==> config.mk <==
export PLATFORM = sky130hd
export DESIGN_NAME = config_frame_fsm
export DESIGN_NICKNAME = d
export VERILOG_FILES = /design/src/rtl/config_frame_fsm.sv
export SDC_FILE = /design/constraint.sdc
export NUM_CORES = 1
export LEC_CHECK = 0
export CAP_MARGIN = 5
export CORE_ASPECT_RATIO = 0.7
export CORE_MARGIN = 10
export CORE_UTILIZATION = 52
export DETAILED_ROUTE_END_ITERATION = 7
export DONT_BUFFER_PORTS = 1
export GPL_TIMING_DRIVEN = 0
export PLACE_DENSITY = 0.64
export SYNTH_ARGS = -nofsm -noshare
export SYNTH_HDL_FRONTEND = slang
export SYNTH_SLANG_ARGS = --single-unit
==> constraint.sdc <==
create_clock -name CLK -period 2.6 [get_ports CLK]
set_clock_uncertainty 0.1 [all_clocks]
set_input_delay 0.52 -clock CLK [delete_from_list [all_inputs] [get_ports CLK]]
set_output_delay 0.52 -clock CLK [all_outputs]
set_load 0.05 [all_outputs]
==> src/rtl/config_frame_fsm.sv <==
// Configuration word-stream decoder: hunts for the sync word, decodes frame
// address words, assembles frame data and issues one frame strobe per frame.
module config_frame_fsm #(
    parameter int          FrameBitsPerRow  = 32,
    parameter int          NumberOfRows     = 16,
    parameter int          MaxFramesPerCol  = 20,
    parameter int          FrameSelectWidth = 5,
    parameter logic [31:0] SyncWord         = 32'hFAB0_FAB1,
    parameter int          DesyncBit        = 20
) (
    input  logic                                      CLK,
    input  logic                                      resetn,
    input  logic [31:0]                               WriteData,
    input  logic                                      WriteStrobe,
    output logic [FrameBitsPerRow*NumberOfRows-1:0]   FrameData,
    output logic [FrameSelectWidth-1:0]               FrameSelect,
    output logic                                      FrameStrobe,
    output logic [MaxFramesPerCol-1:0]                FrameIndex_OH,
    output logic                                      Configuring,
    output logic                                      FrameError,
    output logic [1:0]                                DbgState
);

    localparam int FrameWidth  = FrameBitsPerRow * NumberOfRows;
    localparam int RowCntWidth = (NumberOfRows > 1) ? $clog2(NumberOfRows) : 1;
    localparam logic [RowCntWidth-1:0] LastRow = RowCntWidth'(NumberOfRows - 1);

    typedef enum logic [1:0] {
        IDLE = 2'd0,
        ADDR = 2'd1,
        DATA = 2'd2
    } state_t;

    state_t                        r_state;
    logic [FrameWidth-1:0]         r_frame_data;
    logic [FrameSelectWidth-1:0]   r_frame_select;
    logic [MaxFramesPerCol-1:0]    r_frame_index_oh;
    logic                          r_frame_strobe;
    logic                          r_frame_error;
    logic                          r_dropped;
    logic [RowCntWidth-1:0]        r_row_cnt;

    logic [FrameSelectWidth-1:0]   w_addr_select;
    logic [FrameSelectWidth-1:0]   w_addr_idx;
    logic                          w_idx_out_of_range;
    logic [MaxFramesPerCol-1:0]    w_idx_oh;
    logic                          w_is_sync;
    logic                          w_is_desync;

    assign w_addr_select      = WriteData[31:32-FrameSelectWidth];
    assign w_addr_idx         = WriteData[FrameSelectWidth-1:0];
    assign w_idx_out_of_range = (32'(w_addr_idx) >= 32'(MaxFramesPerCol));
    assign w_is_sync          = (WriteData == SyncWord);
    assign w_is_desync        = WriteData[DesyncBit];

    // An out-of-range index matches no bit, so the one-hot vector is all zero.
    always_comb begin
        w_idx_oh = '0;
        for (int i = 0; i < MaxFramesPerCol; i++) begin
            if (32'(w_addr_idx) == 32'(i)) begin
                w_idx_oh[i] = 1'b1;
            end
        end
    end

    always_ff @(posedge CLK) begin
        if (!resetn) begin
            r_state          <= IDLE;
            r_frame_data     <= '0;
            r_frame_select   <= '0;
            r_frame_index_oh <= '0;
            r_frame_strobe   <= 1'b0;
            r_frame_error    <= 1'b0;
            r_dropped        <= 1'b0;
            r_row_cnt        <= '0;
        end else begin
            r_frame_strobe <= 1'b0;
            case (r_state)
                IDLE: begin
                    if (WriteStrobe && w_is_sync) begin
                        r_state <= ADDR;
                    end
                end
                ADDR: begin
                    // Desync is checked ahead of the sync-word match.
                    if (WriteStrobe) begin
                        if (w_is_desync) begin
                            r_state <= IDLE;
                        end else if (!w_is_sync) begin
                            r_frame_select   <= w_addr_select;
                            r_frame_index_oh <= w_idx_oh;
                            r_dropped        <= w_idx_out_of_range;
                            if (w_idx_out_of_range) begin
                                r_frame_error <= 1'b1;
                            end
                            r_row_cnt <= '0;
                            r_state   <= DATA;
                        end
                    end
                end
                DATA: begin
                    // Sync and desync patterns are plain data here.
                    if (WriteStrobe) begin
                        r_frame_data <= {r_frame_data[FrameWidth-FrameBitsPerRow-1:0], WriteData};
                        r_row_cnt    <= r_row_cnt + RowCntWidth'(1);
                        if (r_row_cnt == LastRow) begin
                            r_state        <= ADDR;
                            r_frame_strobe <= ~r_dropped;
                        end
                    end
                end
                default: begin
                    r_state <= IDLE;
                end
            endcase
        end
    end

    assign FrameData     = r_frame_data;
    assign FrameSelect   = r_frame_select;
    assign FrameIndex_OH = r_frame_index_oh;
    assign FrameStrobe   = r_frame_strobe;
    assign FrameError    = r_frame_error;
    assign Configuring   = (r_state != IDLE);
    assign DbgState      = r_state;

endmodule

; Word-level counts from Yosys, hierarchy flattened
; Index checks and enable logic that the tools add are counted.
[totals]
output_inout_bits = 542
mem_bits_ro = 0
mem_count = 0
regBits = 546
in_bits = 35
latchBits = 0
elab_cells = 86
ramBits = 0
[op_classes]
n_mul = 0
reduce_logical = 11
addsub = 1
div_mod_pow = 0
muxes = 32
n_bitwise = 3
n_lt_le_gt_ge = 1
eq_ne = 30
shifts = 0
[ops]
columns = operator, n
row1 = 5-bit by 4-bit equality test with 1-bit output (second input constant), 8
row2 = 32-bit equality test (second input constant), 1
row3 = 5-bit by 3-bit equality test with 1-bit output (second input constant), 4
row4 = 5-bit equality test (second input constant), 4
row5 = 1-bit two-way mux, 20
row6 = 4-bit two-way mux, 4
row7 = 5-bit AND reduction, 3
row8 = 2-bit two-way mux, 6
row9 = 2-bit inequality test (second input constant), 6
row10 = 5-bit by 2-bit equality test with 1-bit output (second input constant), 2
row11 = 4-bit case mux with 2 select lines, 1
row12 = 4-bit AND reduction, 2
row13 = 2-bit case mux with 3 select lines, 1
row14 = 5-bit by 1-bit equality test with 1-bit output (second input constant), 1
row15 = 5-bit greater-or-equal comparator (second input constant), 1
row16 = 5-bit zero test, 1
row17 = 4-bit by 1-bit adder with 4-bit output (second input constant), 1
row18 = 4-bit equality test (second input constant), 1
row19 = 2-bit nonzero test, 2
row20 = 3-bit inequality test (second input constant), 1
row21 = 1-bit NOT, 3
row22 = 2-bit by 1-bit equality test with 1-bit output (second input constant), 1
row23 = 2-bit equality test (second input constant), 1
row24 = 2-bit zero test, 1
row25 = other kinds (2), 2

; Logic depth before layout (Yosys ltp)
; Gate-level depths: netlist of run 1.
[logic_depth]
ltp_word = 5
mapped_depth = 6
depth_no_buf = 5

; Worst setup path after synthesis of run 1
; OpenSTA, ideal clock, no wires.
[synth_timing]
path_type = input to register
from = input port WriteData[6]
to = register r_state[0] (netlist: DbgState[0])
setup_ns = 0.070
path_slack_ns = 0.344
path_stages = 4
t_arrival_ns = 2.086
t_required_ns = 2.430
n_path_buf = 0
path_cell_list = or4b_1 or4_1 or4_1 a21oi_1
[synth_between]
elab_chain_len = 4
elab_cells_between_ends = 5
classes_between = 3 x eq/ne / 2 x reduce/logical
[synth_lines]
columns = element, line
row1 = from (decl), 13  ; input logic [31:0] WriteData,
row2 = 32-bit equality test (*), 53  ; assign w_is_sync = (WriteData == SyncWord);
row3 = 1-bit logical AND, 80  ; if (WriteStrobe && w_is_sync) begin
row4 = 2-bit inequality test (no source line), n/a
row5 = 5-bit AND reduction (no source line) (*), n/a
row6 = to (signal assigned), 68  ; r_state <= IDLE;
row7 = to (signal assigned), 81  ; r_state <= ADDR;
row8 = to (signal assigned), 88  ; r_state <= IDLE;
row9 = to (decl), 34  ; state_t r_state;
; Every way passes the cells marked *; elsewhere a longest branch is shown, timed or not.
; A chain may end at the register's enable or synchronous reset.

; Final worst setup path of run 1
[layout_timing]
from = register r_state[1] (netlist: DbgState[1])
to = register r_frame_data[219] (netlist: FrameData[219])
[layout_between]
elab_chain_len = 2
[layout_lines]
columns = element, line
row1 = 2-bit equality test, 78  ; case (r_state)
row2 = 2-bit AND reduction (no source line), n/a
row3 = to (signal assigned), 104  ; r_frame_data <= {r_frame_data[FrameWidth-FrameBitsPerRow-1:0], WriteData};
row4 = to (decl), 35  ; logic [FrameWidth-1:0] r_frame_data;
; No other way between the ends.

==> run_results.csv, run 1 <==
group,metric,value,unit
pwr,pwr-share-clk,46.1,%
drt,wl_met1,26200,um
yosys,synth_cells,2372,
pwr,switching_share,20.8,%
yosys,yosysWarnings,0,
timing,finalSetupViolations,0,
yosys,synthArstFlopShare,0,%
setup_path,critical_path_required,3.00,ns
floorplan,die-area,46900,sq um
setup_path,cp_top_family,"buffers and inverters",
yosys,ys_seq_area_share,54.6,%
timing,relSlewSlack,37.2,%
drt,drt-total-wl,72400,um
finish,fill_cells,3507,
yosys,synth_edf_count,0,
setup_path,crit_chain,"and3b_1, clkbuf_2, buf_2, clkbuf_1, nand2_1, a21boi_0",
finish,area_growth,13.0,%
setup_path,end_kind,"flip-flop",
global_routing,grt_pass1_wl,105000,um
floorplan,start_util,52.4,%
setup_path,crit_path_start_kind,"flip-flop",
timing,post-route-min-period,2.45,ns
yosys,synthFlopType,"dfxtp_1",
timing,final_hold_viol_count,0,
floorplan,die_h,184,um
setup_path,slowest_stage,"dfxtp_2",
clock_tree,cts_made_buffers,51,
drt,drtIter0Drc,1190,
drt,route.antenna.remaining_nets,0,
pwr,p_sw,3.35,mW
finish,nets,2491,
timing,drv_slew,0,
run,drv_cap,0,
pwr,p_per_area,712,nW/um^2
setup_path,ff2ff_setup_slack,0.15,ns
setup_path,r2r-start,"DbgState[1]",
clock_tree,path_clk_slew,0.06,ns
placed_design,globalplace.congestion,1.03,
setup_path,cp.arrival,2.85,ns
finish,final_cell_count_no_fill,2984,
yosys,synth.area.top_cells,"dfxtp_1, nand2_1, a21boi_0",
timing,hold_slack,0.0249,ns
yosys,synth_cell_types,36,
timing,fmax,409,MHz
clock_tree,htree_levels,2,
drt,dr_wl_met2,34300,um
yosys,yosysTopAreaCellShare,54.6,%
yosys,synth_mux_area_share,0,%
global_routing,grt_overflow_total,0,
yosys,synth_seq_cells,546,
pwr,worst_ir_drop_vdd,0.000612,V
setup_path,cp-startpoint,"DbgState[1]",
yosys,synth_top_family_by_area,"simple AND/OR/NAND/NOR gates",
yosys,synth_adder_area_share,0.0625,%
timing,min_period_over_period,94.1,%
finish,insertedDiodeCount,0,
drt,highest_layer,"met4",
pwr,p_comb_share,2.0,%
timing,rsz0062_at_grt,"false",
global_routing,grt_max_degree,15,
worst_hold_path,min_path_type,"in -> reg",
yosys,synth-compound-area-share,20.5,%
yosys,synthSimpleGateAreaFrac,21.4,%
placed_design,numPortBuffers,0,
pwr,internal_power,12.8,mW
yosys,netlist_area,20000,sq um
setup_path,r2r_end,"FrameData[219]",
yosys,yosysTopAreaCell,"dfxtp_1",
clock_tree,cts_sinks,546,
global_routing,grt_pass1_vias,16000,
yosys,synthXorXnorAreaFrac,0,%
timing,tightest_slew,0.942,ns
drt,drc_errors,0,
setup_path,critical_path_class,"reg -> reg",
drt,post_drt_wl_per_cell,24.3,um
clock_tree,cts_tree,"built",
clock_tree,cts_buffer_depth,3,
pwr,seqPwrFrac,51.9,%
floorplan,io_pins,577,
global_routing,antenna_found_initial,1,
finish,final_layout_size_suffix_gt1_share,3.82,%
setup_path,crit_cells,6,
setup_path,ff2ff_path_depth,6,
yosys,synth_area_per_cell,8.44,sq um
setup_path,slowest_delay,0.59,ns
floorplan,num_rows,60,
setup_path,path_max_fanout,10,
placed_design,dpl.hpwl,57500,um
drt,vias_per_cell,5.53,
pwr,cellLeakagePower,7.17,nW
drt,wl_met3,9810,um
setup_path,path_buf_inv,3,
clock_tree,clk_latency,0.58,ns
global_routing,grtUsageTotal,29.6,%
drt,dr.pass1.iters,8,
placed_design,dp_cells,2868,
floorplan,core,38200,sq um
run_status,status,"complete, no violations",
setup_path,crit_end,"FrameData[219]",
clock_tree,clockRootBuffer,"clkbuf_16",
finish,finish.utilization,59.2,%
drt,num_vias,16500,
floorplan,die_w,255,um
yosys,syn-num-nets,2408,
==> layout by cell type, fill, tap and decap left out, types with 3 or more instances in the layout <==
cell type	count
a22oi_1	9
a22o_1	6
clkbuf_16	53
nor2b_1	19
a32oi_1	3
clkbuf_2	9
clkbuf_1	171
a21boi_1	122
a21boi_0	398
nor2_1	8
nor3b_1	3
nand2_1	1041
clkbuf_8	19
buf_1	7
o21ai_0	3
clkinv_2	4
nand4_1	5
dfxtp_1	544
a21oi_1	3
dlygate4sd3_1	29
==> through the flow <==
stage                     total power, mW  cell area [sq um]  TNS (ns)  worst slack (ns)
final                                16.1              22600         0             0.152
after floorplan                      8.74              20000         0             0.344
after CTS                            16.1              22600         0            0.0332
after global placement               8.81              20600   -217.75            -0.627
after global routing                 16.5              22600         0           0.00585
after detailed placement             8.82              20600   -248.50            -0.676
==> power by group through the flow <==
| stage | clock, mW | combinational, mW | sequential, mW |
|---|---|---|---|
| after floorplan | 0 | 0.194 | 8.55 |
| after global placement | 0 | 0.262 | 8.55 |
| after detailed placement | 0 | 0.267 | 8.55 |
| after CTS | 7.46 | 0.310 | 8.36 |
| after global routing | 7.84 | 0.333 | 8.36 |
| final | 7.42 | 0.314 | 8.36 |
==> worst min-delay path by stage <==
stage / to / from / cells past startpoint
2_1_floorplan: r_dropped / r_dropped / 2
3_3_place_gp: r_row_cnt[3] / r_row_cnt[3] / 2
3_5_place_dp: r_dropped / r_dropped / 2
4_1_cts: FrameData[6] / WriteData[6] / 2
5_1_grt: FrameData[6] / WriteData[6] / 2
6_report: FrameData[6] / WriteData[6] / 2
==> worst register-to-register path, delay by kind of cell (launching register included) <==
family	cells	cell delay [ns]
simple gates	2	0.37
flops	1	0.59
buf+inv	3	1.13
compound gates	1	0.20
==> cell usage after synthesis (all sizes together) (2+ instances only) <==
cell	n
a21oi	3
a22o	6
nand2	1041
a32o	2
buf	7
or4	2
clkbuf	173
o21ai	3
dfxtp	546
and2	2
or2	2
nand4b	2
nor2	8
a22oi	9
nor2b	19
nor4b	2
nor4	2
nor3b	3
a21boi	520
nand4	5
a32oi	3
==> routing by layer <==
layer,vias up,GRT usage [%]
li1,7845,-
met1,7845,32.1
met2,673,49.7
met3,129,15.5
met4,0,8.62
met5,-,0
==> sequential cells by signal (all words and copies together), names as in the netlist <==
name,flops
FrameError,1
FrameIndex_OH,20
DbgState,2
r_row_cnt,4
r_dropped,1
FrameStrobe,1
FrameSelect,5
FrameData,512
==> cell families (layout without fill, tap and decap cells) <==
group           after synthesis  in the layout
compound gates              548            548
fa+ha+maj                     1              1
flops                       546            546
buf+inv                     181            297
simple gates               1096           1096
==> final cells by class <==
| type | count | area, sq um | share of cell area, % |
|---|---|---|---|
| Buffer | 179 | 684 | 3.03 |
| Clock buffer | 81 | 1620 | 7.17 |
| Clock inverter | 5 | 27.5 | 0.122 |
| Inverter | 1 | 3.75 | 0.0166 |
| Multi-Input combinational cell | 1645 | 8410 | 37.2 |
| Sequential cell | 546 | 10900 | 48.3 |
| Tap cell | 496 | 621 | 2.74 |
| Timing Repair Buffer | 31 | 318 | 1.41 |
==> timing repair <==
action,4_1_cts,5_1_grt
hold endpoints to repair,33,0
cloned,0,0
gates resized for setup,8,9
hold buffers,29,0
endpoints found under the setup margin,474,89
setup buffers,2,0
(Power assumes the default switching activity.)
==> run 2, diff against run 1 <==
--- a/config.mk
+++ b/config.mk
@@ -6,13 +6,14 @@
 export NUM_CORES = 1
 export LEC_CHECK = 0
 export CAP_MARGIN = 5
-export CORE_ASPECT_RATIO = 0.7
-export CORE_MARGIN = 10
-export CORE_UTILIZATION = 52
+export CORE_AREA = 10 10 217 219
+export CTS_BUF_LIST = sky130_fd_sc_hd__clkbuf_8
 export DETAILED_ROUTE_END_ITERATION = 7
+export DIE_AREA = 0 0 227 229
 export DONT_BUFFER_PORTS = 1
+export GPL_ROUTABILITY_DRIVEN = 0
 export GPL_TIMING_DRIVEN = 0
-export PLACE_DENSITY = 0.64
+export PLACE_DENSITY = 0.59
 export SYNTH_ARGS = -nofsm -noshare
 export SYNTH_HDL_FRONTEND = slang
 export SYNTH_SLANG_ARGS = --single-unit
==> run 2 against run 1 <==
  * Total power rose by 0.51%
  * Non-clock buffer count increased by 1
  * Highest routed layer unchanged
  * Clock power grew 1%
  * Critical path depth stayed put
  * Wire length increased by 0.88%
  * Critical endpoint is now FrameData[206]
==> run_results.csv, run 2 (synthesis results as in run 1) <==
group,metric,value,unit
run_status,status,"complete, no violations",
placed_design,dp_slack,-0.778,ns
setup_path,slowest_stage,"dfxtp_2",
timing,hold_slack,0.0759,ns
drt,post_drt_wl_per_cell,23.5,um
floorplan,io_pins,577,
setup_path,cp_top_family,"buffers and inverters",
finish,area_growth,14.1,%
timing,rsz0062_at_grt,"false",
floorplan,core,42700,sq um
timing,fin_ws,0.189,ns
timing,relSlewSlack,36.1,%
drt,dr.pass1.iters,5,
drt,drc_errors,0,
floorplan,num_rows,76,
setup_path,cp-startpoint,"DbgState[1]",
pwr,finalPower,16.2,mW
setup_path,r2r_end,"FrameData[206]",
setup_path,critical_path_class,"reg -> reg",
setup_path,crit_path_start_kind,"flip-flop",
clock_tree,clockRootBuffer,"clkbuf_8",
placed_design,placed_area,20700,sq um
floorplan,start_util,46.9,%
global_routing,grt_max_degree,13,
clock_tree,cts_sinks,546,
floorplan,die-area,52000,sq um
pwr,internal_power,12.6,mW
global_routing,grtUsageTotal,26.9,%
timing,final_hold_viol_count,0,
pwr,cellLeakagePower,7.41,nW
clock_tree,clk_latency,0.67,ns
run,drv_cap,0,
setup_path,crit_end,"FrameData[206]",
worst_hold_path,min_path_type,"in -> reg",
global_routing,grt_pass1_vias,16300,
setup_path,ff2ff_path_depth,6,
finish,final_cell_mix,"nand2_1, dfxtp_1, a21boi_0, clkbuf_1, a21boi_1",
setup_path,critical_path_required,3.07,ns
timing,finalSetupViolations,0,
clock_tree,cts_made_buffers,89,
setup_path,path_max_fanout,10,
pwr,p_per_area,708,nW/um^2
pwr,seqPwrFrac,51.7,%
timing,drv_slew,0,
clock_tree,path_clk_slew,0.06,ns
clock_tree,htree_levels,3,
global_routing,grt_overflow_total,0,
finish,final_layout_size_suffix_gt1_share,5.81,%
drt,route.antenna.remaining_nets,0,
global_routing,grt_pass1_wl,106000,um
setup_path,end_kind,"flip-flop",
setup_path,slowest_delay,0.56,ns
timing,post-route-min-period,2.41,ns
pwr,p_sw,3.61,mW
finish,nets,2530,
timing,min_period_over_period,92.7,%
placed_design,dpl.hpwl,57600,um
placed_design,numPortBuffers,0,
timing,tightest_slew,0.958,ns
setup_path,path_buf_inv,3,
drt,num_vias,16500,
floorplan,die_w,227,um
finish,largest_reg_flops,512,
clock_tree,cts_buffer_depth,3,
finish,final_common_cell,"nand2_1",
setup_path,ff2ff_setup_slack,0.19,ns
pwr,p_comb_share,1.9,%
setup_path,crit_cells,6,
finish,insertedDiodeCount,0,
drt,vias_per_cell,5.30,
floorplan,die_h,229,um
pwr,pwr-share-clk,46.4,%
finish,design_area,22900,sq um
clock_tree,cts_tree,"built",
setup_path,cp.arrival,2.88,ns
setup_path,r2r-start,"DbgState[1]",
drt,drtIter0Drc,1091,
pwr,switching_share,22.3,%
setup_path,crit_path_frequent_cell,"clkbuf_2",
global_routing,antenna_found_initial,0,
pwr,worst_ir_drop_vdd,0.000533,V
setup_path,crit_chain,"and3b_1, clkbuf_2, clkbuf_2, clkbuf_1, nand2_1, a21boi_0",
drt,drt-total-wl,73100,um
timing,fmax,415,MHz
==> run 2: changes by cell type in the layout (fill, tap and decap cells not counted), moves of 3 or more <==
cell | before | now
clkbuf_1 | 171 | 159
clkbuf_16 | 53 | 0
clkbuf_2 | 9 | 12
clkbuf_8 | 19 | 118
inv_1 | 1 | 32
==> run 2: worst min path at each step <==
stage | from | end | cells past startpoint
after floorplan | r_dropped | r_dropped | 2
after global placement | r_dropped | r_dropped | 2
after detailed placement | r_dropped | r_dropped | 2
after CTS | WriteData[4] | FrameIndex_OH[8] | 2
after global routing | WriteData[4] | FrameIndex_OH[10] | 2
final | WriteData[4] | FrameIndex_OH[8] | 2
==> run 2: what timing repair did <==
item                       in CTS  in global routing
gates resized for setup         8                 12
hold buffers                   31                  0
setup endpoints to repair     477                 69
buffers inserted                2                  0
hold endpoints to repair       36                  0
==> run 2: power by group through the flow <==
stage | Sequential (mW) | Clock (mW) | Combinational, mW
floorplan | 8.55 | 0 | 0.194
global placement | 8.55 | 0 | 0.261
detailed placement | 8.55 | 0 | 0.265
CTS | 8.37 | 7.62 | 0.308
global route | 8.36 | 8.02 | 0.331
finish | 8.37 | 7.50 | 0.309
==> run 2: final cells by class <==
| cell class | count | area [sq um] |
|---|---|---|
| clock inverter | 42 | 190 |
| inverter | 1 | 3.75 |
| clock buffer | 118 | 1620 |
| fill | 4100 | 19800 |
| tap | 546 | 683 |
| sequential | 546 | 10900 |
| timing repair buffer | 33 | 325 |
| multi-input combinational | 1645 | 8410 |
| buffer | 178 | 683 |
==> run 2: per-layer routing <==
layer	share of wire (%)	global-route usage (%)	up-vias	wire length, um
li1	-	-	7959	-
met1	34	26.4	7762	24800
met2	49	45.9	671	35600
met3	15	16.3	100	10700
met4	2.7	9.37	0	1970
met5	0	0	-	0
==> run 2: metrics by stage <==
step                TNS, ns  cells  utilization, %
floorplan                 0   2372               -
finish                    0   3109            53.5
detailed placement  -254.02   2918            48.5
global route              0   3109            53.5
global placement    -231.94   2918            48.5
CTS                       0   3110            53.5
==> run 3, diff against run 2 <==
==> config.mk (replaced) <==
export PLATFORM = sky130hd
export DESIGN_NAME = config_frame_fsm
export DESIGN_NICKNAME = d
export VERILOG_FILES = /design/src/rtl/config_frame_fsm.sv
export SDC_FILE = /design/constraint.sdc
export NUM_CORES = 1
export LEC_CHECK = 0
export ABC_AREA = 1
export CAP_MARGIN = 5
export CORE_AREA = 10 10 219 221
export CTS_BUF_LIST = sky130_fd_sc_hd__clkbuf_8
export DETAILED_ROUTE_END_ITERATION = 7
export DIE_AREA = 0 0 229 231
export DONT_BUFFER_PORTS = 1
export GPL_ROUTABILITY_DRIVEN = 0
export GPL_TIMING_DRIVEN = 0
export PLACE_DENSITY = 0.56
export SYNTH_ARGS = -nofsm -noshare
export SYNTH_HDL_FRONTEND = slang
export SYNTH_SLANG_ARGS = --single-unit
==> run 3 against run 2 <==
  * Combinational power rose to 3.2 times the previous value
  * Global-route usage down 0.12 points
  * Wire length up 2.3%
  * Sequential cell count unchanged
  * Setup slack worse by 0.080 ns
  * Sequential power up 21%
  * Area after synthesis down 4.3%
  * Synthesized cell count up 2.2%
  * Total power up 13%
  * Clock power down 2.9%
  * Sequential share of layout area up 2.0 points
==> run_results.csv, run 3 <==
group,metric,value,unit
clock_tree,clockRootBuffer,"clkbuf_8",
yosys,yosysTopAreaCellShare,57.1,%
placed_design,dpl.hpwl,57700,um
floorplan,core,43700,sq um
clock_tree,cts_buffer_depth,3,
yosys,synth_cells,2423,
placed_design,numPortBuffers,0,
finish,largest_reg_flops,512,
drt,num_vias,17100,
yosys,synth_edf_count,0,
finish,final_cell_mix,"nor2_1, dfxtp_1, o21ai_0, clkbuf_8, clkbuf_1",
setup_path,crit_path_start_kind,"flip-flop",
drt,vias_per_cell,5.33,
drt,drc_errors,0,
timing,relSlewSlack,48.9,%
timing,tns,0,ns
global_routing,grtUsageTotal,26.8,%
global_routing,grt_pass1_wl,108000,um
finish,final_layout_size_suffix_gt1_share,8.58,%
clock_tree,clk_latency,0.69,ns
finish,area_growth,14.5,%
pwr,p_per_area,836,nW/um^2
global_routing,grt_max_degree,12,
run_status,status,"complete, no violations",
setup_path,end_kind,"output pin",
yosys,synth.area.top_cells,"dfxtp_1, nor2_1, o21ai_0",
setup_path,path_max_fanout,3,
pwr,worst_ir_drop_vdd,0.000416,V
pwr,cellLeakagePower,10.9,nW
drt,route.antenna.remaining_nets,0,
setup_path,critical_path_required,1.98,ns
finish,design_area,21900,sq um
finish,insertedDiodeCount,0,
yosys,netlist_area,19200,sq um
drt,drt-total-wl,74800,um
floorplan,die-area,52900,sq um
finish,nets,2581,
yosys,synthArstFlopShare,0,%
global_routing,antenna_found_initial,0,
global_routing,grt_pass1_vias,16100,
clock_tree,path_clk_slew,0.06,ns
yosys,synthFlopType,"dfxtp_1",
timing,tightest_slew,0.765,ns
worst_hold_path,min_path_type,"in -> reg",
timing,fmax,401,MHz
timing,min_period_over_period,95.8,%
clock_tree,cts_sinks,546,
floorplan,start_util,43.8,%
finish,final_common_cell,"nor2_1",
yosys,ys_seq_area_share,57.1,%
yosys,synth_cell_types,23,
yosys,syn-num-nets,2459,
timing,finalSetupViolations,0,
yosys,yosysMostFrequentCell,"nor2_1",
drt,drtIter0Drc,1616,
drt,dr.pass1.iters,6,
clock_tree,cts_tree,"built",
placed_design,placed_area,19900,sq um
yosys,synth_area_per_cell,7.91,sq um
yosys,yosysWarnings,0,
yosys,yosysTopAreaCell,"dfxtp_1",
floorplan,die_h,231,um
yosys,synth_common_cells,"nor2_1, dfxtp_1, o21ai_0, clkbuf_1, buf_2",
setup_path,critical_path_class,"reg -> out",
timing,rsz0062_at_grt,"false",
floorplan,num_rows,77,
clock_tree,htree_levels,3,
clock_tree,cts_setup_buffers,0,
yosys,synth_seq_cells,546,
setup_path,cp.arrival,1.87,ns
floorplan,io_pins,577,
global_routing,grt_overflow_total,0,
timing,post-route-min-period,2.49,ns
floorplan,die_w,229,um
drt,post_drt_wl_per_cell,23.3,um
clock_tree,cts_made_buffers,88,
timing,final_hold_viol_count,0,
run,drv_cap,0,
timing,drv_slew,0,
run 3: cell count changes after synthesis, sizes merged, moves of 28 or more:
cell and delta:
clkbuf -92, nor2 +1018, inv +28, o21ai +526, a21oi +32, a21boi -520, nand2 -989, buf +90
run 3: worst paths after layout:
kind	from	endpoint	slack (ns)	depth (start not counted)
worst max register to register	DbgState[0]	FrameData[510]	0.27	9
worst max-delay path	DbgState[0]	Configuring	0.11	2
worst min register to register	r_dropped	FrameStrobe	0.35	1
worst min-delay path	WriteData[2]	FrameIndex_OH[6]	0.08	4
run 3: critical path: stages (launching register included):
cell     delay, ns
dfxtp_1       0.69
nor2_1        0.12
inv_1         0.37
run 3: logic make-up after synthesis:
family / Yosys count / share of synthesized area [%]
flops: 546 / 57.1
fa+ha+maj: 1 / 0.0653
buf+inv: 208 / 6.06
simple gates: 1093 / 21.6
compound gates: 575 / 15.2
run 3: final cells by class:
type	instances	area, sq um
timing repair buffer	32	320
buffer	178	1050
fill	4443	21800
sequential	546	10900
clock inverter	43	180
multi-input combinational	1669	7070
inverter	30	113
tap	592	741
clock buffer	112	1540
run 3: metrics by stage:
stage	utilization (%)	worst slack, ns	power, mW	cells	hold WS, ns
after floorplan	-	0.743	10.7	2423	0.300
after global placement	45.5	0.0976	11.2	3015	0.326
after detailed placement	45.5	0.112	11.2	3015	0.333
after CTS	50.2	0.0428	18.4	3202	0.0340
after global routing	50.2	0.0271	19.0	3202	0.101
final	50.2	0.109	18.4	3202	0.0815
run 3: per-layer routing:
layer | global-route usage [%] | routed length, um | vias to the layer above
met5 | 0 | 0 | -
met4 | 9.48 | 2150 | 0
met3 | 14.7 | 10200 | 126
met2 | 43.4 | 34900 | 788
met1 | 29.3 | 27500 | 8059
li1 | - | - | 8089
run 3: repair_timing:
item,4_1_cts,5_1_grt
gates resized for setup,1,0
hold buffers,32,0
hold endpoints to repair,37,0
endpoints found under the setup margin,1,0
run 3: power breakdown:
group | internal [mW] | total, mW | switching, mW
Clock | 3.84 | 7.28 | 3.43
Sequential | 8.67 | 10.1 | 1.42
Combinational | 0.318 | 0.991 | 0.673
